===== src/rtl/alu_op_sequencer_if.sv =====
// Instruction, result and ALU operand bundle between a requester/ALU pair and
// the sequencer.
interface alu_op_sequencer_if #(
    parameter int DATA_W = 4,
    parameter int IDX_W  = 2
);
    logic              instr_valid;
    logic              instr_ready;
    logic [2:0]        instr_op;
    logic [IDX_W-1:0]  instr_rd;
    logic [IDX_W-1:0]  instr_rs1;
    logic [IDX_W-1:0]  instr_rs2;
    logic [DATA_W-1:0] instr_imm;

    logic [DATA_W-1:0] alu_a;
    logic [DATA_W-1:0] alu_b;
    logic [1:0]        alu_ctrl;
    logic [DATA_W-1:0] alu_result;

    logic              res_valid;
    logic              res_ready;
    logic [DATA_W-1:0] res_data;
    logic              res_zero;
    logic              res_err;

    modport master (
        output instr_valid, instr_op, instr_rd, instr_rs1, instr_rs2, instr_imm,
        output alu_result, res_ready,
        input  instr_ready, alu_a, alu_b, alu_ctrl,
        input  res_valid, res_data, res_zero, res_err
    );

    modport slave (
        input  instr_valid, instr_op, instr_rd, instr_rs1, instr_rs2, instr_imm,
        input  alu_result, res_ready,
        output instr_ready, alu_a, alu_b, alu_ctrl,
        output res_valid, res_data, res_zero, res_err
    );
endinterface


===== src/rtl/alu_op_sequencer.sv =====
// Single-issue sequencer: owns a small register file, drives the shared ALU for
// one cycle per arithmetic instruction, and returns each result over a handshake.
module alu_op_sequencer #(
    parameter int DATA_W = 4,
    parameter int NREGS  = 4,
    parameter int CNT_W  = 8
) (
    input  logic             clk,
    input  logic             rst_n,
    alu_op_sequencer_if.slave bus,
    output logic             busy,
    output logic [CNT_W-1:0] retired_cnt
);
    localparam int IDX_W = $clog2(NREGS);
    localparam logic [2:0] OP_LDI = 3'd4;

    typedef enum logic [1:0] {
        IDLE = 2'd0,
        EXEC = 2'd1,
        RESP = 2'd2
    } state_t;

    state_t            state_reg, state_next;
    logic [DATA_W-1:0] regs_reg [NREGS];
    logic [1:0]        ctrl_reg;
    logic [IDX_W-1:0]  rd_reg, rs1_reg, rs2_reg;
    logic [DATA_W-1:0] res_data_reg, res_data_next;
    logic              res_zero_reg, res_zero_next;
    logic              res_err_reg, res_err_next;
    logic [CNT_W-1:0]  retired_cnt_reg, retired_cnt_next;

    logic              latch_en;
    logic              wr_en;
    logic [IDX_W-1:0]  wr_addr;
    logic [DATA_W-1:0] wr_data;

    always_comb begin
        state_next       = state_reg;
        res_data_next    = res_data_reg;
        res_zero_next    = res_zero_reg;
        res_err_next     = res_err_reg;
        retired_cnt_next = retired_cnt_reg;
        latch_en         = 1'b0;
        wr_en            = 1'b0;
        wr_addr          = rd_reg;
        wr_data          = bus.alu_result;

        case (state_reg)
            IDLE: begin
                if (bus.instr_valid) begin
                    latch_en = 1'b1;
                    if (!bus.instr_op[2]) begin
                        state_next = EXEC;
                    end else if (bus.instr_op == OP_LDI) begin
                        // Immediate loads bypass the ALU and retire straight away.
                        wr_en         = 1'b1;
                        wr_addr       = bus.instr_rd;
                        wr_data       = bus.instr_imm;
                        res_data_next = bus.instr_imm;
                        res_zero_next = (bus.instr_imm == '0);
                        res_err_next  = 1'b0;
                        state_next    = RESP;
                    end else begin
                        res_data_next = '0;
                        res_zero_next = 1'b1;
                        res_err_next  = 1'b1;
                        state_next    = RESP;
                    end
                end
            end
            EXEC: begin
                wr_en         = 1'b1;
                res_data_next = bus.alu_result;
                res_zero_next = (bus.alu_result == '0);
                res_err_next  = 1'b0;
                state_next    = RESP;
            end
            RESP: begin
                if (bus.res_ready) begin
                    retired_cnt_next = retired_cnt_reg + CNT_W'(1);
                    res_err_next     = 1'b0;
                    state_next       = IDLE;
                end
            end
            default: state_next = IDLE;
        endcase
    end

    always_ff @(posedge clk or negedge rst_n) begin
        if (!rst_n) begin
            state_reg       <= IDLE;
            res_data_reg    <= '0;
            res_zero_reg    <= 1'b0;
            res_err_reg     <= 1'b0;
            retired_cnt_reg <= '0;
            ctrl_reg        <= '0;
            rd_reg          <= '0;
            rs1_reg         <= '0;
            rs2_reg         <= '0;
        end else begin
            state_reg       <= state_next;
            res_data_reg    <= res_data_next;
            res_zero_reg    <= res_zero_next;
            res_err_reg     <= res_err_next;
            retired_cnt_reg <= retired_cnt_next;
            if (latch_en) begin
                ctrl_reg <= bus.instr_op[1:0];
                rd_reg   <= bus.instr_rd;
                rs1_reg  <= bus.instr_rs1;
                rs2_reg  <= bus.instr_rs2;
            end
        end
    end

    // Register file is fully reset, so it stays in flops rather than block RAM.
    generate
        for (genvar gi = 0; gi < NREGS; gi++) begin : g_regs
            always_ff @(posedge clk or negedge rst_n) begin
                if (!rst_n) begin
                    regs_reg[gi] <= '0;
                end else if (wr_en && (wr_addr == IDX_W'(gi))) begin
                    regs_reg[gi] <= wr_data;
                end
            end
        end
    endgenerate

    // Operands are read combinationally in EXEC, before the write-back edge,
    // so rd == rs1/rs2 sees the old value.
    assign bus.alu_a    = (state_reg == EXEC) ? regs_reg[rs1_reg] : '0;
    assign bus.alu_b    = (state_reg == EXEC) ? regs_reg[rs2_reg] : '0;
    assign bus.alu_ctrl = (state_reg == EXEC) ? ctrl_reg : 2'd0;

    assign bus.instr_ready = (state_reg == IDLE);
    assign bus.res_valid   = (state_reg == RESP);
    assign bus.res_data    = res_data_reg;
    assign bus.res_zero    = res_zero_reg;
    assign bus.res_err     = res_err_reg;
    assign busy            = (state_reg != IDLE);
    assign retired_cnt     = retired_cnt_reg;
endmodule


===== src/flat_wrapper.sv =====
// flat-port wrapper written by rule: the top's interface ports become plain ports
module alu_op_sequencer_flat 
#(
    parameter int DATA_W = 4,
    parameter int NREGS  = 4,
    parameter int CNT_W  = 8
)
  (clk, rst_n, busy, retired_cnt, bus_instr_valid, bus_instr_op, bus_instr_rd, bus_instr_rs1, bus_instr_rs2, bus_instr_imm, bus_alu_result, bus_res_ready, bus_instr_ready, bus_alu_a, bus_alu_b, bus_alu_ctrl, bus_res_valid, bus_res_data, bus_res_zero, bus_res_err);
  alu_op_sequencer_if #(.DATA_W(DATA_W), .IDX_W(2)) bus_i ();
  input  logic clk;
  input  logic rst_n;
  output logic busy;
  output logic [CNT_W-1:0] retired_cnt;
  input wire logic [$bits(bus_i.instr_valid)-1:0] bus_instr_valid;
  input wire logic [$bits(bus_i.instr_op)-1:0] bus_instr_op;
  input wire logic [$bits(bus_i.instr_rd)-1:0] bus_instr_rd;
  input wire logic [$bits(bus_i.instr_rs1)-1:0] bus_instr_rs1;
  input wire logic [$bits(bus_i.instr_rs2)-1:0] bus_instr_rs2;
  input wire logic [$bits(bus_i.instr_imm)-1:0] bus_instr_imm;
  input wire logic [$bits(bus_i.alu_result)-1:0] bus_alu_result;
  input wire logic [$bits(bus_i.res_ready)-1:0] bus_res_ready;
  output wire logic [$bits(bus_i.instr_ready)-1:0] bus_instr_ready;
  output wire logic [$bits(bus_i.alu_a)-1:0] bus_alu_a;
  output wire logic [$bits(bus_i.alu_b)-1:0] bus_alu_b;
  output wire logic [$bits(bus_i.alu_ctrl)-1:0] bus_alu_ctrl;
  output wire logic [$bits(bus_i.res_valid)-1:0] bus_res_valid;
  output wire logic [$bits(bus_i.res_data)-1:0] bus_res_data;
  output wire logic [$bits(bus_i.res_zero)-1:0] bus_res_zero;
  output wire logic [$bits(bus_i.res_err)-1:0] bus_res_err;
  assign bus_i.instr_valid = bus_instr_valid;
  assign bus_i.instr_op = bus_instr_op;
  assign bus_i.instr_rd = bus_instr_rd;
  assign bus_i.instr_rs1 = bus_instr_rs1;
  assign bus_i.instr_rs2 = bus_instr_rs2;
  assign bus_i.instr_imm = bus_instr_imm;
  assign bus_i.alu_result = bus_alu_result;
  assign bus_i.res_ready = bus_res_ready;
  assign bus_instr_ready = bus_i.instr_ready;
  assign bus_alu_a = bus_i.alu_a;
  assign bus_alu_b = bus_i.alu_b;
  assign bus_alu_ctrl = bus_i.alu_ctrl;
  assign bus_res_valid = bus_i.res_valid;
  assign bus_res_data = bus_i.res_data;
  assign bus_res_zero = bus_i.res_zero;
  assign bus_res_err = bus_i.res_err;
  alu_op_sequencer #(.DATA_W(DATA_W), .NREGS(NREGS), .CNT_W(CNT_W)) u_core (.clk(clk), .rst_n(rst_n), .bus(bus_i), .busy(busy), .retired_cnt(retired_cnt));
endmodule

===== config.mk =====
export PLATFORM = sky130hd
export DESIGN_NAME = alu_op_sequencer_flat
export DESIGN_NICKNAME = d
export VERILOG_FILES = /design/src/rtl/alu_op_sequencer_if.sv /design/src/rtl/alu_op_sequencer.sv /design/src/flat_wrapper.sv
export SDC_FILE = /design/constraint.sdc
export NUM_CORES = 1
export LEC_CHECK = 0
export CAP_MARGIN = 20
export CORE_ASPECT_RATIO = 0.8
export CORE_MARGIN = 3
export CORE_UTILIZATION = 54
export DETAILED_ROUTE_END_ITERATION = 16
export GPL_ROUTABILITY_DRIVEN = 0
export PLACE_DENSITY = 0.85
export SLEW_MARGIN = 5
export SYNTH_ARGS = -nofsm -noshare
export SYNTH_HDL_FRONTEND = slang
export SYNTH_SLANG_ARGS = --single-unit
export TNS_END_PERCENT = 50

===== constraint.sdc =====
create_clock -name clk -period 5.95 [get_ports clk]
set_clock_uncertainty 0.2 [all_clocks]
set_input_delay 1.4875 -clock clk [delete_from_list [all_inputs] [get_ports clk]]
set_output_delay 1.4875 -clock clk [all_outputs]
set_load 0.02 [all_outputs]

### Yosys cells after proc, flatten, opt, wreduce, memory -nomap -nowiden

Index checks and enable logic that the tools add are counted.

| storage, ports and cells | value |
|---|---|
| flip-flop bits (word level) | 40 |
| bits of input ports | 21 |
| word-level logic and storage cells | 82 |

| cells by class | value |
|---|---|
| reductions and logical operators | 15 |
| multiplexer cells | 40 |
| order comparisons | 2 |
| bitwise operators | 2 |
| add/subtract/negate cells | 1 |
| eq/ne operators | 9 |

Operator list:

| cell | number |
|---|---|
| $mux 4 | 13 |
| $bmux 4 s2 | 2 |
| $mux 2 | 8 |
| $mux 1 | 12 |
| $add 8x1->8 const B | 1 |
| $logic_not 4->1 | 2 |
| $pmux 4 s2 | 1 |
| $eq 2x2->1 const B | 3 |
| $ge 3x3->1 const B | 2 |
| $ne 2x2->1 const B | 3 |
| $not 2->3 | 2 |
| $pmux 2 s3 | 1 |
| $eq 2x1->1 const B | 2 |
| $logic_and 1x1->1 | 4 |
| $logic_not 2->1 | 2 |
| $pmux 1 s2 | 2 |
| $reduce_and 2->1 | 2 |
| $reduce_and 4->1 | 1 |
| $reduce_bool 2->1 | 2 |
| $eq 3x3->1 const B | 1 |
| $pmux 1 s3 | 1 |
| $reduce_and 3->1 | 1 |
| $reduce_bool 3->1 | 1 |

### Logic depth before layout (Yosys ltp)

Gate-level depths: netlist of the first run.

| depth | value |
|---|---|
| depth in word-level cells | 7 |
| gate-level depth with buffers | 7 |
| depth with buffers taken out | 6 |

### Least setup slack after synthesis of the first run

No wires, ideal clock.

| timing | value |
|---|---|
| path kind | input -> register |
| start point | input bus_instr_op[1] |
| end point | register u_core.regs_reg[4] in the netlist's numbering |
| stages on the path | 5 |
| path slack | 2.913 ns |
| arrival time | 2.718 ns |
| required time | 5.631 ns |
| setup time | 0.119 ns |
| cells stage by stage | or3b_1 -> buf_6 -> or4_4 -> o22a_1 -> o21a_1 |

| between the ends | value |
|---|---|
| cells in the longest elaborated chain, start to end | 7 |
| elaborated cells on any way between the ends | 15 |
| classes of those cells | eq/ne: 2; mux: 12; reduce/logical: 1 |

RTL lines:

| item | line | RTL |
|---|---|---|
| start: declaration | flat_wrapper.sv:15 | `input wire logic [$bits(bus_i.instr_op)-1:0] bus_instr_op;` |
| $eq 3x3->1 * | alu_op_sequencer.sv:54 | `end else if (bus.instr_op == OP_LDI) begin` |
| $mux 2 | alu_op_sequencer.sv:54 |  |
| $mux 2 | alu_op_sequencer.sv:52 | `if (!bus.instr_op[2]) begin` |
| $mux 2 | alu_op_sequencer.sv:50 | `if (bus.instr_valid) begin` |
| $mux 2 | alu_op_sequencer.sv:48 | `case (state_reg)` |
| $eq 2x2->1 | alu_op_sequencer.sv:121 | `end else if (wr_en && (wr_addr == IDX_W'(gi))) begin` |
| $logic_and 1x1->1 | alu_op_sequencer.sv:121 |  |
| end signal: indexed assignment | alu_op_sequencer.sv:122 | `regs_reg[gi] <= wr_data;` |
| end: declaration | alu_op_sequencer.sv:24 | `logic [DATA_W-1:0] regs_reg [NREGS];` |

Every way passes the cells marked *; elsewhere a longest branch is shown, timed or not.
A chain may end at the register's enable or synchronous reset.

### Worst setup path in the final report of the first run

| timing | value |
|---|---|
| start point | register u_core.state_reg[1] |
| end point | output bus_alu_ctrl[1] |

| between the ends | value |
|---|---|
| cells in the longest elaborated chain, start to end | 2 |

RTL lines:

| item | line | RTL |
|---|---|---|
| start: declaration | alu_op_sequencer.sv:23 | `state_t state_reg, state_next;` |
| start signal: assignment | alu_op_sequencer.sv:101 | `state_reg <= state_next;` |
| $eq 2x1->1 | alu_op_sequencer.sv:132 | `assign bus.alu_ctrl = (state_reg == EXEC) ? ctrl_reg : 2'd0;` |
| $mux 2 | alu_op_sequencer.sv:132 |  |
| end: declaration | flat_wrapper.sv:25 | `output wire logic [$bits(bus_i.alu_ctrl)-1:0] bus_alu_ctrl;` |

No other way between the ends.

==> metrics.cfg, run 1 <==
[status]
run_status=complete, no violations

[clock_tree]
clk_root_buffer_cell=clkbuf_8
cts.repair.resized=0
clockBufferDepth=2
cts_hold_buf=0
inserted_clock_buffers=5
postCtsSetupBuffers=0
worstSkewPairLatency_ns=0.29
cts.sink_count=40
cts.reportedPaths.clkPinSlew_ns=0.08
clock_tree.htree_level_count=2
cts_tree=built

[logic_synthesis]
synthesis.instances=202
yosys_register_bits=40
postSynthNetCount=228
synthesis.area_sq_um=2152
synth_enable_flop_cells=0
synth.top_cell.area_share_pct=46.51
synth-async-reset-ratio_pct=100.0
yosysTopAreaCell=dfrtp_1
yosysMostFrequentCell=dfrtp_1
synth.top_cells.by_area=dfrtp_1 47%, mux4_2 8.4%, o22a_1 6.5%, o21a_1 5.6%, nand2_1 5.2%
synth.yosys.seq_area_share_pct=46.51
mean_cell_area_of_the_mapped_netlist_sq_um=10.65
synth_top_flop_cell=dfrtp_1
yosys.cell_types.count=33
yosys_warnings=0
leading_cell_types_by_count_after_synthesis=40 x dfrtp_1, 30 x nand2_1, 16 x o21a_1, 16 x o22a_1, 11 x and2_1

[timing]
tns_ns=0
final_count_of_negative_setup_slack_endpoints=0
fin_hold_ws_ns=0.2719
rsz0062_at_grt=no
maxClockFrequency_ghz=0.2469
timing_hold_violations_final=0
post-route-min-period_ns=4.050
final_max_slew_viol_count=0
relSlewSlack_pct=42.57
final.period_utilization_pct=68.07
timing.final.ws_setup_ns=1.900
timing_worst_slew_pin_value_ns=0.8615

[setup_path]
crit_path_top_delay_cell=ha_1
critPathTopFamily=buffers and inverters
cp-startpoint=u_core.state_reg[1]$_DFFE_PN0P_
worstSetupEndpointType=primary output
worst_r2r_endpoint=u_core.regs_reg[15]$_DFFE_PN0P_
critical_path_buf_inv_count=2
timing_worst_setup_path_type=flip-flop to primary output
cp.arrival_ns=2.36
worst_setup_path_start_kind=flip-flop
worst-path-stages=4
worst-endpoint-required_ns=4.26
r2r_slack_ns=3.40
crit_fanout=26
r2r_cells=6
cp_slowest_stage_delay_ns=0.69
critical_path.cell_chain=inv_1 > ha_1 > and2_1 > clkdlybuf4s50_1
setup.worst_path.end=bus_alu_ctrl[1]
crit-reg2reg-launch=u_core.state_reg[0]$_DFFE_PN0P_

[hold_path]
worstHoldPathType=flip-flop to flip-flop

[drt]
avgViaCountPerCell=5.927
met3_wirelength_microns=445
drt_pre_antenna_iters=4
route.detailed.drc=0
final_antenna_net_count=0
highest_layer=met4
wl_met1_mm=2.469
wl_per_cell_microns=17.36
route.vias.total=1784
drt-total-wl_mm=5.226
met2WireLength_mm=2.282
first_iter_violations=166

[grt]
grt_pass1_vias=1753
maximum_number_of_pins_on_one_net_before_global_route_repair=41
grt_pass1_wl_mm=8.880
antenna_found_initial=0
global_route.overflow_total=0
total_routing_usage_reported_by_global_routing_pct=23.20

[placed_design]
place_hpwl_mm=3.803
placedInstanceArea_sq_um=2645
placedCellCount=293
numPortBuffers=47
preCtsSetupSlack_ns=2.180

[pwr]
swShare_pct=36.37
power_frac_seq_pct=38.4
combinational_power_share_pct=44.1
internal_power_mw=0.8635
finalPower_mw=1.357
power.density_nw_per_um2=489.7
clock_power_share_pct=17.5
cellLeakagePower_nw=1.130
switching_power_mw=0.4936
vdd_ir_drop_max_v=0.0003054

[final_layout]
fraction_of_final_layout_cells_sized_beyond_drive_strength_1_pct=8.032
num-fill-cells=274
finish.instance_area_sq_um=2771
fin_cells=301
area_growth_pct=28.78
antenna-diode-count=0
largest_reg_flops=16
fin_util_pct=76.70
nets=274

[die]
placementRows=19
initial_core_util_pct=59.56
coreArea_sq_um=3613
boundaryPins=48
floorplan.die_area_sq_um=4784
die_y_microns=62.47
chipWidth_microns=76.58

[job]
maxCapViolations=0

placed cells by master (no fill, tap or decap), drive strengths merged, types with 7 or more instances in the layout:
master	Yosys	final
o22a	16	16
a21oi	9	9
o21a	16	16
o21ai	8	8
clkbuf	7	7
inv	8	8
dfrtp	40	40
clkdlybuf4s50	0	46
mux4	8	8
nand2	30	30
and2	11	11
kinds of logic after synthesis:
family	Yosys count	synth area share (%)
fa+ha+maj	5	2.907
buf+inv	16	3.140
flops	40	46.51
simple gates	67	15.81
compound gates	58	19.88
xor+xnor	7	2.849
mux	9	8.895
power groups by stage:
stage / registers (mW) / clock network [mW] / logic (mW)
2_1_floorplan: 0.517 / 0 / 0.371
3_3_place_gp: 0.517 / 0 / 0.587
3_5_place_dp: 0.525 / 0 / 0.596
4_1_cts: 0.521 / 0.240 / 0.602
5_1_grt: 0.543 / 0.251 / 0.651
6_report: 0.521 / 0.237 / 0.598
how the worst min path moves through the flow:
| stage | depth (start not counted) | slack [ns] | to | start |
|---|---|---|---|---|
| floorplan | 2 | 0.24 | u_core.ctrl_reg[0]$_DFFE_PN0P_ | u_core.ctrl_reg[0]$_DFFE_PN0P_ |
| global placement | 2 | 0.25 | u_core.ctrl_reg[1]$_DFFE_PN0P_ | u_core.ctrl_reg[1]$_DFFE_PN0P_ |
| detailed placement | 2 | 0.26 | u_core.ctrl_reg[1]$_DFFE_PN0P_ | u_core.ctrl_reg[1]$_DFFE_PN0P_ |
| CTS | 2 | 0.27 | u_core.ctrl_reg[1]$_DFFE_PN0P_ | u_core.ctrl_reg[1]$_DFFE_PN0P_ |
| global route | 1 | 0.31 | u_core.bus.res_err$_DFFE_PN0P_ | u_core.bus.res_err$_DFFE_PN0P_ |
| finish | 2 | 0.27 | u_core.ctrl_reg[1]$_DFFE_PN0P_ | u_core.ctrl_reg[1]$_DFFE_PN0P_ |
worst min-delay path, cell delays in order, from the launching register on:
cell,delay (ns)
dfrtp_1,0.34
nand2_1,0.05
nand2_1,0.06
area by class of cell:
cell class | instances | area (sq um) | area share [%]
Clock inverter | 1 | 30.03 | 1.084
Sequential cell | 40 | 1001 | 36.12
Tap cell | 52 | 65.06 | 2.348
Clock buffer | 7 | 96.34 | 3.476
Multi-Input combinational cell | 146 | 1084 | 39.10
Inverter | 8 | 30.03 | 1.084
Timing Repair Buffer | 47 | 465.4 | 16.79
routing by layer:
layer,vias up,global-route usage (%)
met3,2,4.179
met2,90,34.10
met5,-,0
met4,0,6.335
li1,831,-
met1,861,35.24
Power figures use the tool's default switching activity.
==> run 2, diff against run 1 <==
- CORE_UTILIZATION: 54 -> 45
- PLACE_DENSITY: 0.85 -> 0.75
- clock period: 5.95 -> 3.7 ns (I/O delays scaled with it)
==> run 2 against run 1 <==
  * Register-to-register slack worse by 2.3 ns
  * Worst setup slack worse by 1.4 ns
  * Core utilization down 13 points
  * Via count down 2.0%
  * First-iteration DRC count down 24%
  * Sequential power up 60%
  * Count of clock-buffer cells in the layout down 1
  * Cell area about the same
  * Die area up 18%
  * Sequential share of layout area about the same
  * Critical path depth down 1
  * Combinational power up 60%
  * Critical path type unchanged
==> metrics.cfg, run 2 (synthesized netlist as in run 1, its figures left out) <==
[die]
chipWidth_microns=83.32  ; +8.8%
boundaryPins=48  ; unchanged
floorplan.die_area_sq_um=5653  ; +18%
coreArea_sq_um=4388  ; +21%
initial_core_util_pct=49.04  ; -11 points
die_y_microns=67.86  ; +8.6%
placementRows=21  ; +2

[final_layout]
nets=276  ; +0.73%
largest_reg_flops=16  ; unchanged
antenna-diode-count=0  ; unchanged
fraction_of_final_layout_cells_sized_beyond_drive_strength_1_pct=8.367  ; +0.33 points
final_cell_mix=46 x clkdlybuf4s50_1, 40 x dfrtp_1, 30 x nand2_1
mostFrequentLayoutCell=clkdlybuf4s50_1
area_growth_pct=28.90  ; about the same

[timing]
timing_worst_slew_pin_value_ns=0.8772  ; +0.01572 ns
final_count_of_negative_setup_slack_endpoints=0  ; unchanged
tns_ns=0  ; unchanged
final_max_slew_viol_count=0  ; unchanged
relSlewSlack_pct=41.52  ; -1.0 points
rsz0062_at_grt=no
timing_hold_violations_final=0  ; unchanged
post-route-min-period_ns=3.162
maxClockFrequency_ghz=0.3163
final.period_utilization_pct=85.45

[pwr]
finalPower_mw=2.141  ; +58%
power.density_nw_per_um2=772.0  ; +58%
vdd_ir_drop_max_v=0.0005306  ; +74%
cellLeakagePower_nw=1.132  ; +0.12%

[drt]
first_iter_violations=126  ; -24%
route.vias.total=1749  ; -2.0%
wl_per_cell_microns=16.38  ; -5.7%
drt-total-wl_mm=5.044  ; -3.5%
drt_pre_antenna_iters=4  ; unchanged
route.detailed.drc=0  ; unchanged
avgViaCountPerCell=5.679  ; -4.2%
final_antenna_net_count=0  ; unchanged

[grt]
grt_pass1_wl_mm=8.307  ; -6.5%
global_route.overflow_total=0  ; unchanged
maximum_number_of_pins_on_one_net_before_global_route_repair=41  ; unchanged
antenna_found_initial=0  ; unchanged
total_routing_usage_reported_by_global_routing_pct=18.80  ; -4.4 points
grt_pass1_vias=1692  ; -3.5%

[job]
maxCapViolations=0  ; unchanged

[setup_path]
timing_worst_setup_path_type=flip-flop to primary output
worst-endpoint-required_ns=2.57  ; -1.69 ns
worst_r2r_endpoint=u_core.regs_reg[14]$_DFFE_PN0P_
worst_setup_path_start_kind=flip-flop
r2r_cells=6  ; unchanged
crit-reg2reg-launch=u_core.state_reg[0]$_DFFE_PN0P_
crit_fanout=5  ; -81%
worstSetupEndpointType=primary output
r2r_slack_ns=1.14  ; -2.26 ns
cp.arrival_ns=2.04  ; -0.32 ns

[clock_tree]
inserted_clock_buffers=5  ; unchanged
cts.sink_count=40  ; unchanged
clock_tree.htree_level_count=2  ; unchanged
cts_tree=built
clk_root_buffer_cell=clkbuf_8
worstSkewPairLatency_ns=0.29  ; about the same
postCtsSetupBuffers=0  ; unchanged
cts.reportedPaths.clkPinSlew_ns=0.08  ; about the same
cts_hold_buf=0  ; unchanged
clockBufferDepth=2  ; unchanged
cts.repair.resized=0  ; unchanged

[placed_design]
place_hpwl_mm=3.772  ; -0.82%
numPortBuffers=47  ; unchanged

[hold_path]
timing.hold.worst.start=u_core.retired_cnt[7]$_DFFE_PN0P_
worstHoldPathType=flip-flop to flip-flop
hold_depth=1  ; -1
hold-path-endpoint=u_core.retired_cnt[7]$_DFFE_PN0P_

[status]
run_status=complete, no violations

run 2: critical path: stages, from the launching register on:
cell and delay (ns):
dfrtp_1 0.50, mux4_2 0.54, and2_1 0.17, clkdlybuf4s50_1 0.54
run 2: final cells by class:
| type | count | area [sq um] |
|---|---|---|
| fillers | 372 | 1614 |
| multi-input cells | 146 | 1084 |
| flip-flops and latches | 40 | 1001 |
| repair buffers | 49 | 480.5 |
| clock buffers | 6 | 72.57 |
| well taps | 57 | 71.32 |
| clock inverters | 2 | 35.03 |
| inverters | 8 | 30.03 |
run 2: routing by layer:
layer	up-vias	part of all wire, %	wire [microns]	track usage, %
met5	-	0	0	0
met2	58	42	2126	28.60
met3	4	6.6	333	4.573
met4	0	0.67	34	4.286
li1	834	-	-	-
met1	853	51	2549	27.46
run 2: how the worst max path moves through the flow:
stage,start,endpoint,slack [ns],cells after the start
final,u_core.rs1_reg[0]$_DFFE_PN0P_,bus_alu_a[2],0.54,3
after floorplan,bus_instr_op[1],u_core.regs_reg[4]$_DFFE_PN0P_,1.23,5
after global placement,bus_instr_op[2],u_core.regs_reg[6]$_DFFE_PN0P_,0.51,5
after CTS,u_core.rs1_reg[0]$_DFFE_PN0P_,bus_alu_a[2],0.51,3
after global routing,u_core.rs1_reg[0]$_DFFE_PN0P_,bus_alu_a[2],0.42,3
after detailed placement,bus_instr_op[2],u_core.regs_reg[4]$_DFFE_PN0P_,0.46,5
run 2: through the flow:
step                      utilization, %  std cells  hold slack [ns]  cell area [sq um]  worst slack, ns
final                              63.22        308           0.2736               2774           0.5384
after global routing               63.22        308           0.3010               2774           0.4175
after CTS                          63.22        308           0.2750               2774           0.5134
after detailed placement           60.76        300           0.2565               2666           0.4639
after global placement             60.76        300           0.2523               2666           0.5052
after floorplan                        -        202           0.2380               2152            1.225
run 2: power breakdown:
group / switching, mW / leakage, nW / internal [mW]
clock network: 0.151 / 0.0552 / 0.200
registers: 0.197 / 0.487 / 0.637
logic: 0.440 / 0.589 / 0.516
total: 0.788 / 1.13 / 1.35
==> run 3, diff against run 2 <==
- CORE_MARGIN: 3 -> default
==> run 3 against run 2 <==
  * Power down 2.8%
  * Largest power group unchanged
  * Worst hold slack better by 0.0016 ns
  * Count of clock-buffer cells in the layout grew 2
  * Cell area fell by 0.77%
  * Clock power decreased by 16%
==> metrics.cfg, run 3 (synthesized netlist as in run 1, its figures left out) <==
[timing]
timing_worst_slew_pin_value_ns=0.8743  ; -0.002860 ns
rsz0062_at_grt=no
timing_hold_violations_final=0  ; unchanged
final_count_of_negative_setup_slack_endpoints=0  ; unchanged
maxClockFrequency_ghz=0.3177  ; +0.43%
post-route-min-period_ns=3.148  ; -0.01351 ns
final.period_utilization_pct=85.08  ; -0.37 points
timing.final.ws_setup_ns=0.5519  ; +0.01351 ns
final_max_slew_viol_count=0  ; unchanged
relSlewSlack_pct=41.71  ; +0.19 points
fin_hold_ws_ns=0.2752  ; +0.001587 ns
tns_ns=0  ; unchanged

[status]
run_status=complete, no violations

[clock_tree]
worstSkewPairLatency_ns=0.29  ; about the same
postCtsSetupBuffers=0  ; unchanged
cts.repair.resized=0  ; unchanged
clock_tree.htree_level_count=2  ; unchanged
cts.sink_count=40  ; unchanged
cts.reportedPaths.clkPinSlew_ns=0.07  ; about the same
inserted_clock_buffers=5  ; unchanged
cts_tree=built
cts_hold_buf=0  ; unchanged
clockBufferDepth=2  ; unchanged
clk_root_buffer_cell=clkbuf_8

[hold_path]
timing.hold.worst.start=u_core.ctrl_reg[1]$_DFFE_PN0P_
worstHoldPathType=flip-flop to flip-flop

[final_layout]
mostFrequentLayoutCell=clkdlybuf4s50_1
area_growth_pct=27.91
fraction_of_final_layout_cells_sized_beyond_drive_strength_1_pct=7.600  ; -0.77 points
final_cell_mix=46 x clkdlybuf4s50_1, 40 x dfrtp_1, 30 x nand2_1
nets=275  ; -0.36%
fin_util_pct=59.88  ; -3.3 points
antenna-diode-count=0  ; unchanged
largest_reg_flops=16  ; unchanged
num-fill-cells=390  ; +4.8%

[die]
die_y_microns=63.86  ; -5.9%
chipWidth_microns=79.32  ; -4.8%
floorplan.die_area_sq_um=5065  ; -10%
initial_core_util_pct=46.82  ; -2.2 points
placementRows=22  ; +4.8%
boundaryPins=48  ; unchanged
coreArea_sq_um=4597  ; +4.8%

[pwr]
cellLeakagePower_nw=1.117  ; -1.3%
power.density_nw_per_um2=756.0  ; -2.1%
vdd_ir_drop_max_v=0.0004818  ; -9.2%

[setup_path]
crit-reg2reg-launch=u_core.state_reg[0]$_DFFE_PN0P_
cp-startpoint=u_core.rs2_reg[0]$_DFFE_PN0P_
timing_worst_setup_path_type=flip-flop to primary output
critical_path.cell_chain=mux4_2 > and2_1 > clkdlybuf4s50_1
crit_path_top_delay_cell=clkdlybuf4s50_1
critical_path_buf_inv_count=1  ; unchanged
critPathTopFamily=buffers and inverters
worst_setup_path_start_kind=flip-flop
cp_slowest_stage_delay_ns=0.54  ; about the same
worstSetupEndpointType=primary output
crit_fanout=5  ; unchanged
worst-endpoint-required_ns=2.57  ; about the same
cp.arrival_ns=2.02  ; -0.02 ns

[grt]
global_route.overflow_total=0  ; unchanged
antenna_found_initial=0  ; unchanged
maximum_number_of_pins_on_one_net_before_global_route_repair=41  ; unchanged
grt_pass1_vias=1727  ; +2.1%
total_routing_usage_reported_by_global_routing_pct=22.05  ; +3.3 points
grt_pass1_wl_mm=8.397  ; +1.1%

[placed_design]
preCtsSetupSlack_ns=0.4657  ; +0.001791 ns
place_hpwl_mm=3.673  ; -2.6%
numPortBuffers=47  ; unchanged

[drt]
avgViaCountPerCell=5.768  ; +1.6%
highest_layer=met4
route.vias.total=1788  ; +2.2%
first_iter_violations=92  ; -27%
met3_wirelength_microns=284  ; -15%
wl_per_cell_microns=16.04  ; -2.1%
drt_pre_antenna_iters=6  ; +2
final_antenna_net_count=0  ; unchanged
drt-total-wl_mm=4.972  ; -1.4%
met2WireLength_mm=2.172  ; +2.2%
route.detailed.drc=0  ; unchanged
wl_met1_mm=2.451  ; -3.8%

[job]
maxCapViolations=0  ; unchanged

[run 3: final timing paths]
kind,end,slack [ns],cells past startpoint
max,bus_alu_b[1],0.55,3
max in group asynchronous,u_core.rs1_reg[0]$_DFFE_PN0P_,2.21,1
min,u_core.ctrl_reg[1]$_DFFE_PN0P_,0.28,2
min reg2reg,u_core.ctrl_reg[1]$_DFFE_PN0P_,0.28,2
min in group asynchronous,u_core.bus.res_zero$_DFFE_PN0P_,0.55,1
max reg2reg,u_core.regs_reg[15]$_DFFE_PN0P_,1.17,6
[run 3: report_power, final]
group	switching, mW	total (mW)	leakage [nW]	internal [mW]
Sequential	0.193	0.831	0.487	0.638
Combinational	0.440	0.956	0.584	0.517
Clock	0.142	0.294	0.0455	0.152
[run 3: cell type report]
class	instances	area (sq um)	area share, %
Multi-Input combinational cell	146	1084	39.36
Clock buffer	8	90.09	3.273
Sequential cell	40	1001	36.36
Timing Repair Buffer	48	473.0	17.18
Tap cell	60	75.07	2.727
Inverter	8	30.03	1.091
[run 3: per-layer routing]
| layer | vias up | global-route usage [%] |
|---|---|---|
| li1 | 833 | - |
| met1 | 886 | 31.93 |
| met2 | 62 | 32.76 |
| met3 | 7 | 4.429 |
| met4 | 0 | 7.955 |
| met5 | - | 0 |
[run 3: worst register-to-register path: stages, from the launching register on]
cell and delay (ns):
dfrtp_1 0.40, inv_1 0.11, ha_1 0.32, nand2_1 0.38, or4_1 0.69, o22a_1 0.22, o21a_1 0.10
[run 3: stage by stage]
step	instance area, sq um	total power [mW]	instances
2_1_floorplan	2152	1.428	202
3_3_place_gp	2663	1.777	302
3_5_place_dp	2663	1.798	302
4_1_cts	2753	2.093	310
5_1_grt	2753	2.231	310
6_report	2753	2.081	310
